--- src/rtl/hera_stack_pkg.sv ---
// Shared constants and types for the call/return stack.
// ADDR_W/DATA_W are shared with the PC unit and the RAM wrapper.
// STACK_BASE is the deepest stack slot; the stack grows downward from it.
package hera_stack_pkg;

  localparam int unsigned ADDR_W = 10;
  localparam int unsigned DATA_W = 16;

  localparam logic [ADDR_W-1:0] STACK_BASE = 10'h3FF;

  typedef enum logic [0:0] {
    ST_IDLE,
    ST_RD_WAIT
  } state_e;

endpackage

--- src/rtl/ret_stack_ctrl_if.sv ---
// Decoder / PC-unit / data-RAM bus of the return-stack controller.
//   call_req, ret_req : decoder requests (one-cycle pulses)
//   pc                : current PC from the PC unit
//   ram_addr/data/we  : data-RAM port driven by the controller
//   return_pc         : RAM q holds the return address this cycle
//   busy              : return read in flight, decoder holds its request
// master = decoder/PC/RAM side, slave = the controller.
interface ret_stack_ctrl_if #(
  parameter int unsigned ADDR_W = hera_stack_pkg::ADDR_W,
  parameter int unsigned DATA_W = hera_stack_pkg::DATA_W
);

  logic              call_req;
  logic              ret_req;
  logic [DATA_W-1:0] pc;
  logic [ADDR_W-1:0] ram_addr;
  logic [DATA_W-1:0] ram_data;
  logic              ram_we;
  logic              return_pc;
  logic              busy;

  modport master (
    output call_req, ret_req, pc,
    input  ram_addr, ram_data, ram_we, return_pc, busy
  );

  modport slave (
    input  call_req, ret_req, pc,
    output ram_addr, ram_data, ram_we, return_pc, busy
  );

endinterface

--- src/rtl/ret_stack_ctrl_stack_ptr.sv ---
// Stack pointer and occupancy counter for a downward-growing stack.
//   clk, rst_s : clock, synchronous active-high reset
//   push, pop  : accepted operations (never both; caller qualifies them)
//   sp         : next free slot
//   depth_cnt  : entries currently stacked
//   full/empty : depth_cnt == DEPTH / depth_cnt == 0
module stack_ptr #(
  parameter int unsigned       ADDR_W     = hera_stack_pkg::ADDR_W,
  parameter logic [ADDR_W-1:0] STACK_BASE = hera_stack_pkg::STACK_BASE,
  parameter int unsigned       DEPTH      = 64,
  parameter int unsigned       CNT_W      = $clog2(DEPTH + 1)
) (
  input  logic              clk,
  input  logic              rst_s,
  input  logic              push,
  input  logic              pop,
  output logic [ADDR_W-1:0] sp,
  output logic [CNT_W-1:0]  depth_cnt,
  output logic              full,
  output logic              empty
);

  localparam logic [CNT_W-1:0] DepthMax = CNT_W'(DEPTH);

  logic [ADDR_W-1:0] sp_q;
  logic [CNT_W-1:0]  cnt_q;

  always_ff @(posedge clk) begin
    if (rst_s) begin
      sp_q  <= STACK_BASE;
      cnt_q <= '0;
    end else if (push) begin
      sp_q  <= sp_q - ADDR_W'(1);
      cnt_q <= cnt_q + CNT_W'(1);
    end else if (pop) begin
      sp_q  <= sp_q + ADDR_W'(1);
      cnt_q <= cnt_q - CNT_W'(1);
    end
  end

  assign sp        = sp_q;
  assign depth_cnt = cnt_q;
  assign full      = (cnt_q == DepthMax);
  assign empty     = (cnt_q == '0);

endmodule

--- src/rtl/ret_stack_ctrl.sv ---
// Call/return stack controller. Pushes pc+1 on a call, reads the stack top on
// a return and raises return_pc one cycle later when RAM q is valid.
//   clk, rst_s : clock, synchronous active-high reset
//   bus        : decoder/PC/RAM bus (slave side)
//   sp         : stack pointer (next free slot)
//   depth_cnt  : entries stacked
//   overflow   : sticky, call while full
//   underflow  : sticky, return while empty
//   proto_err  : sticky, call and return together
module ret_stack_ctrl #(
  parameter int unsigned       ADDR_W     = hera_stack_pkg::ADDR_W,
  parameter int unsigned       DATA_W     = hera_stack_pkg::DATA_W,
  parameter logic [ADDR_W-1:0] STACK_BASE = hera_stack_pkg::STACK_BASE,
  parameter int unsigned       DEPTH      = 64,
  localparam int unsigned      CNT_W      = $clog2(DEPTH + 1)
) (
  input  logic              clk,
  input  logic              rst_s,
  ret_stack_ctrl_if.slave   bus,
  output logic [ADDR_W-1:0] sp,
  output logic [CNT_W-1:0]  depth_cnt,
  output logic              overflow,
  output logic              underflow,
  output logic              proto_err
);

  import hera_stack_pkg::*;

  state_e state_q;
  logic   return_pc_q;
  logic   busy_q;
  logic   overflow_q;
  logic   underflow_q;
  logic   proto_err_q;
  logic   full;
  logic   empty;
  logic   idle_call;
  logic   idle_ret;
  logic   push;
  logic   pop;

  // Requests only count in IDLE; anything seen in RD_WAIT is dropped.
  assign idle_call = (state_q == ST_IDLE) && !rst_s && bus.call_req && !bus.ret_req;
  assign idle_ret  = (state_q == ST_IDLE) && !rst_s && bus.ret_req && !bus.call_req;
  assign push      = idle_call && !full;
  assign pop       = idle_ret && !empty;

  stack_ptr #(
    .ADDR_W     (ADDR_W),
    .STACK_BASE (STACK_BASE),
    .DEPTH      (DEPTH),
    .CNT_W      (CNT_W)
  ) u_stack_ptr (
    .clk       (clk),
    .rst_s     (rst_s),
    .push      (push),
    .pop       (pop),
    .sp        (sp),
    .depth_cnt (depth_cnt),
    .full      (full),
    .empty     (empty)
  );

  always_ff @(posedge clk) begin
    if (rst_s) begin
      state_q     <= ST_IDLE;
      return_pc_q <= 1'b0;
      busy_q      <= 1'b0;
      overflow_q  <= 1'b0;
      underflow_q <= 1'b0;
      proto_err_q <= 1'b0;
    end else begin
      return_pc_q <= 1'b0;
      busy_q      <= 1'b0;
      unique case (state_q)
        ST_IDLE: begin
          if (bus.call_req && bus.ret_req) proto_err_q <= 1'b1;
          if (idle_call && full)           overflow_q  <= 1'b1;
          if (idle_ret && empty)           underflow_q <= 1'b1;
          if (pop) begin
            // q becomes valid after the next edge, so strobe in RD_WAIT.
            state_q     <= ST_RD_WAIT;
            return_pc_q <= 1'b1;
            busy_q      <= 1'b1;
          end
        end
        ST_RD_WAIT: state_q <= ST_IDLE;
        default:    state_q <= ST_IDLE;
      endcase
    end
  end

  // In RD_WAIT sp already points at the popped slot, so ram_addr=sp holds it.
  always_comb begin
    bus.ram_we   = 1'b0;
    bus.ram_addr = sp;
    bus.ram_data = '0;
    if (rst_s) begin
      bus.ram_addr = '0;
    end else if (push) begin
      bus.ram_we   = 1'b1;
      bus.ram_data = bus.pc + DATA_W'(1);
    end else if (pop) begin
      bus.ram_addr = sp + ADDR_W'(1);
    end
  end

  assign bus.return_pc = return_pc_q;
  assign bus.busy      = busy_q;
  assign overflow      = overflow_q;
  assign underflow     = underflow_q;
  assign proto_err     = proto_err_q;

endmodule
--- src/flat_wrapper.sv ---
// flat-port wrapper written by rule: the top's interface ports become plain ports
module ret_stack_ctrl_flat import hera_stack_pkg::*;
#(
  parameter int unsigned       ADDR_W     = hera_stack_pkg::ADDR_W,
  parameter int unsigned       DATA_W     = hera_stack_pkg::DATA_W,
  parameter logic [ADDR_W-1:0] STACK_BASE = hera_stack_pkg::STACK_BASE,
  parameter int unsigned       DEPTH      = 64,
  localparam int unsigned      CNT_W      = $clog2(DEPTH + 1)
)
  (clk, rst_s, sp, depth_cnt, overflow, underflow, proto_err, bus_call_req, bus_ret_req, bus_pc, bus_ram_addr, bus_ram_data, bus_ram_we, bus_return_pc, bus_busy);
  ret_stack_ctrl_if #(.ADDR_W(ADDR_W), .DATA_W(DATA_W)) bus_i ();
  input  logic clk;
  input  logic rst_s;
  output logic [ADDR_W-1:0] sp;
  output logic [CNT_W-1:0] depth_cnt;
  output logic overflow;
  output logic underflow;
  output logic proto_err;
  input wire logic [$bits(bus_i.call_req)-1:0] bus_call_req;
  input wire logic [$bits(bus_i.ret_req)-1:0] bus_ret_req;
  input wire logic [$bits(bus_i.pc)-1:0] bus_pc;
  output wire logic [$bits(bus_i.ram_addr)-1:0] bus_ram_addr;
  output wire logic [$bits(bus_i.ram_data)-1:0] bus_ram_data;
  output wire logic [$bits(bus_i.ram_we)-1:0] bus_ram_we;
  output wire logic [$bits(bus_i.return_pc)-1:0] bus_return_pc;
  output wire logic [$bits(bus_i.busy)-1:0] bus_busy;
  assign bus_i.call_req = bus_call_req;
  assign bus_i.ret_req = bus_ret_req;
  assign bus_i.pc = bus_pc;
  assign bus_ram_addr = bus_i.ram_addr;
  assign bus_ram_data = bus_i.ram_data;
  assign bus_ram_we = bus_i.ram_we;
  assign bus_return_pc = bus_i.return_pc;
  assign bus_busy = bus_i.busy;
  ret_stack_ctrl #(.ADDR_W(ADDR_W), .DATA_W(DATA_W), .STACK_BASE(STACK_BASE), .DEPTH(DEPTH)) u_core (.clk(clk), .rst_s(rst_s), .bus(bus_i), .sp(sp), .depth_cnt(depth_cnt), .overflow(overflow), .underflow(underflow), .proto_err(proto_err));
endmodule
--- config.mk ---
export PLATFORM = sky130hd
export DESIGN_NAME = ret_stack_ctrl_flat
export DESIGN_NICKNAME = d
export VERILOG_FILES = /design/src/rtl/hera_stack_pkg.sv /design/src/rtl/ret_stack_ctrl_if.sv /design/src/rtl/ret_stack_ctrl_stack_ptr.sv /design/src/rtl/ret_stack_ctrl.sv /design/src/flat_wrapper.sv
export SDC_FILE = /design/constraint.sdc
export NUM_CORES = 1
export LEC_CHECK = 0
export CORE_MARGIN = 2
export CORE_UTILIZATION = 45
export DETAILED_ROUTE_END_ITERATION = 12
export PLACE_DENSITY = 0.76
export SLEW_MARGIN = 20
export SYNTH_ARGS = -nofsm -noshare
export SYNTH_HDL_FRONTEND = slang
export SYNTH_HIERARCHICAL = 1
export SYNTH_SLANG_ARGS = --single-unit
--- constraint.sdc ---
create_clock -name clk -period 3.9 [get_ports clk]
set_input_delay 0.78 -clock clk [delete_from_list [all_inputs] [get_ports clk]]
set_output_delay 0.78 -clock clk [all_outputs]
set_load 0.03 [all_outputs]
==> results.md, run 1 <==
- RR Endpoint: u_core/u_stack_ptr/sp[8]
- Final hold slack: between 0.4 and 0.5 ns
- Remaining antenna violation count: 0
- Worst setup EP type: output port
- DP Worst Slack: 0.231 ns
- Starting Density: 46.5%
- Clock Path Buffers: 2
- CP Launch Type: primary input
- Hold path depth: 2
- CTS tree: built
- Final #Nets: 373
- Layout cell share with drive strength beyond 1: 13.1%
- Clock-pin transition on the worst setup and hold timing paths: 0.08 ns
- PortBufs: 68
- Worst-path maximum fanout: 11
- DRT iter0 DRCs: 46
- Period utilization: approximately 91%
- Final WS setup: approximately 0.37 ns
- Global-route wire length before repair: between 8000 and 9000 µm
- Syn Nets: 304
- R2R Setup Slk: 0.89 ns
- Clock buffer count from CTS: 3
- Power Density: 416 nW/µm²
- GRT Residual Overflow: 0
- Area of the multi-input gates: between 1500 and 2000 µm²
- #FFs+latches synth: 21
- Standard-cell row count: 24
- Die span in y: 71.1 µm
- H-tree depth: 1
- Largest net degree at the start of global routing: 23
- Clk_lat worst skew: 0.26 ns
- Min Tclk post-route: 3.53 ns
- Post-synthesis cell type count: 47
- Slew @ Worst Pin: roughly 0.75 ns
- Critical R2R Launch: u_core/u_stack_ptr/depth_cnt[2]
- Initial antenna violation count: 0
- Register Area: 420 µm²
- Worst VDD drop: 0.000241 V
- Critical path type: primary input to output port
- Final wirelength: 5290 µm
- Routed WL per cell: 13.7 µm
- Internal power: 0.617 mW
- Syn. warnings: 6
- FF-to-FF path depth: 12
- RSZ-0062 raised after global routing: no
- Largest cells by area after synthesis: dfxtp_1, ha_1, xnor2_1
- Commonest cells post-synth: nor2_1, nand2_1, dfxtp_1, xnor2_1
- Endpoint, Worst Hold: u_core/underflow
- Worst Hold Class: flip-flop to flip-flop
- Critical Path AT: 2.75 ns
- Hold wc startpoint: u_core/underflow
- Final Non-Filler Cells: ~390
- RePlAce Congestion: approximately 0.9
- Logic gate share of total power: 60.5%
- Design Area, Final: approximately 2700 µm²
- Reg power frac: 26.7%
- Sequential area share after synthesis: 20.8%
- Synthesized instance count: 267
- Leakage: 1.14 nW
- Max-slew violations: 0
- Tot GR Track Use: 20.9%
- Core area: 4350 µm²
- Die width: 71.1 µm
- Sw Pwr: 0.523 mW
- Max Freq: 0.283 GHz
- Req. time, crit path: 3.12 ns
- EDFF count, synth: 0
- Final hold vios: 0
- Top cell type's share of synthesized area: 20.8%
- Top FF cell, synth: dfxtp_1
- Max-Cap Viols: 0
- Final setup skew: 0.00358 ns
- Max_slew headroom: between 40% and 50%
- Final setup violating endpoints: 0
- Clk sinks: 21
- Clock root buffer: clkbuf_8
- Clock share of power: roughly 13%
- Syn_area_per_cell: approximately 7.6 µm²
- Placed standard-cell area: 2690 µm²
- Drt first pass iters: 4
- CTS Hold Bufs: 0
- Area leader, netlist: dfxtp_1
- Sw Ratio: 45.9%
- Post-placement cell count: 383
- Asr flop ratio synth: 0%
- Ports: 69
- Netlist Area Pre-Place: 2020 µm²
- Dpl hpwl: 4070 µm
- Final setup TNS: 0 ns
- Layout fillers: 403
- Drt drc: 0
- Status: completed
- Vias in the first global route: around 1900
- Synthesis-to-layout area growth: 35.3%
- Routed vias: ~2100
- Diode count: 0
- CTS-repair resized insts: 0
- Vias per inst: 5.46
- Post-CTS setup buffer count: 0
- Most common cell in the netlist: nor2_1
- Die Area: 5050 µm²
-- cell families after synthesis --
| group | count (synthesis) | share of synthesized area (%) |
|---|---|---|
| DFF | 21 | 20.8 |
| buffers and inverters | 19 | 4.70 |
| AOI/OAI and AO/OA | 46 | 14.7 |
| muxes | 4 | 1.98 |
| xor gates and xnor gates | 33 | 14.3 |
| and+or+nand+nor | 127 | 32.3 |
| adders and majority gates | 17 | 11.3 |
-- layout by cell type, fill, tap and decap left out, drive strengths merged, types with 4 or more instances in the layout --
cell and count:
o211ai 6, nor4 5, nand3 13, a21o 6
dfxtp 21, inv 8, nand4 5, mux2i 4
xor2 14, or3 4, clkdlybuf4s50 42, a21oi 15
nor2 42, o21ai 9, nand2 26, nor3 8
and3 6, buf 32, ha 15, xnor2 19
-- routing by layer --
layer,track usage (%),vias up,part of all wire [%]
met2,37.9,64,49
met5,0,-,0
li1,-,1086,-
met4,5.45,0,0.47
met1,25.5,962,42
met3,3.28,2,8.0
-- power by group through the flow --
stage	clock network [mW]	registers, mW	logic, mW
floorplan	0	0.364	0.421
global placement	0	0.309	0.674
detailed placement	0	0.310	0.683
CTS	0.153	0.305	0.687
global route	0.161	0.313	0.750
finish	0.146	0.304	0.689
-- cell type report --
type,instances,area share (%)
clock buffer,3,1.51
sequential,21,15.4
timing repair buffer,74,24.1
multi-input combinational,227,55.2
inverter,9,1.23
clock inverter,1,0.183
tap,52,2.38
-- sequential cells by signal, indices dropped and copies added, names as in the netlist --
register / count
u_core/overflow: 1
u_core/proto_err: 1
u_core/state_q: 1
u_core/u_stack_ptr/depth_cnt: 7
u_core/u_stack_ptr/sp: 10
u_core/underflow: 1
-- worst max-delay path, stage by stage --
cell,delay [ns]
clkdlybuf4s50_1,0.61
or4b_4,0.68
nor4_4,0.29
xnor2_1,0.15
nor2_1,0.06
buf_4,0.18
-- how the worst max path moves through the flow --
stage                     start                              end  slack, ns
floorplan           bus_ret_req  u_core/u_stack_ptr/depth_cnt[5]       0.65
detailed placement  bus_ret_req         u_core/u_stack_ptr/sp[9]       0.23
finish                    rst_s                  bus_ram_addr[9]       0.37
global placement    bus_ret_req         u_core/u_stack_ptr/sp[9]       0.32
global route              rst_s                  bus_ram_addr[9]       0.28
CTS                       rst_s                  bus_ram_addr[9]       0.37
-- stage by stage --
stage               utilization, %  total power [mW]
floorplan                        -             0.786
detailed placement            61.7             0.993
global placement              61.7             0.984
global route                  62.8              1.22
finish                        62.8              1.14
CTS                           62.8              1.14
No activity file was read; power rests on OpenSTA's default activity.
==> inputs of run 2 (changes only) <==
--- a/config.mk
+++ b/config.mk
@@ -9,6 +9,7 @@
 export CORE_UTILIZATION = 45
 export DETAILED_ROUTE_END_ITERATION = 12
 export PLACE_DENSITY = 0.76
+export SKIP_LAST_GASP = 1
 export SLEW_MARGIN = 20
 export SYNTH_ARGS = -nofsm -noshare
 export SYNTH_HDL_FRONTEND = slang
==> results of run 2 <==
The final DEF is identical to that of run 1; final timing and power are the same.
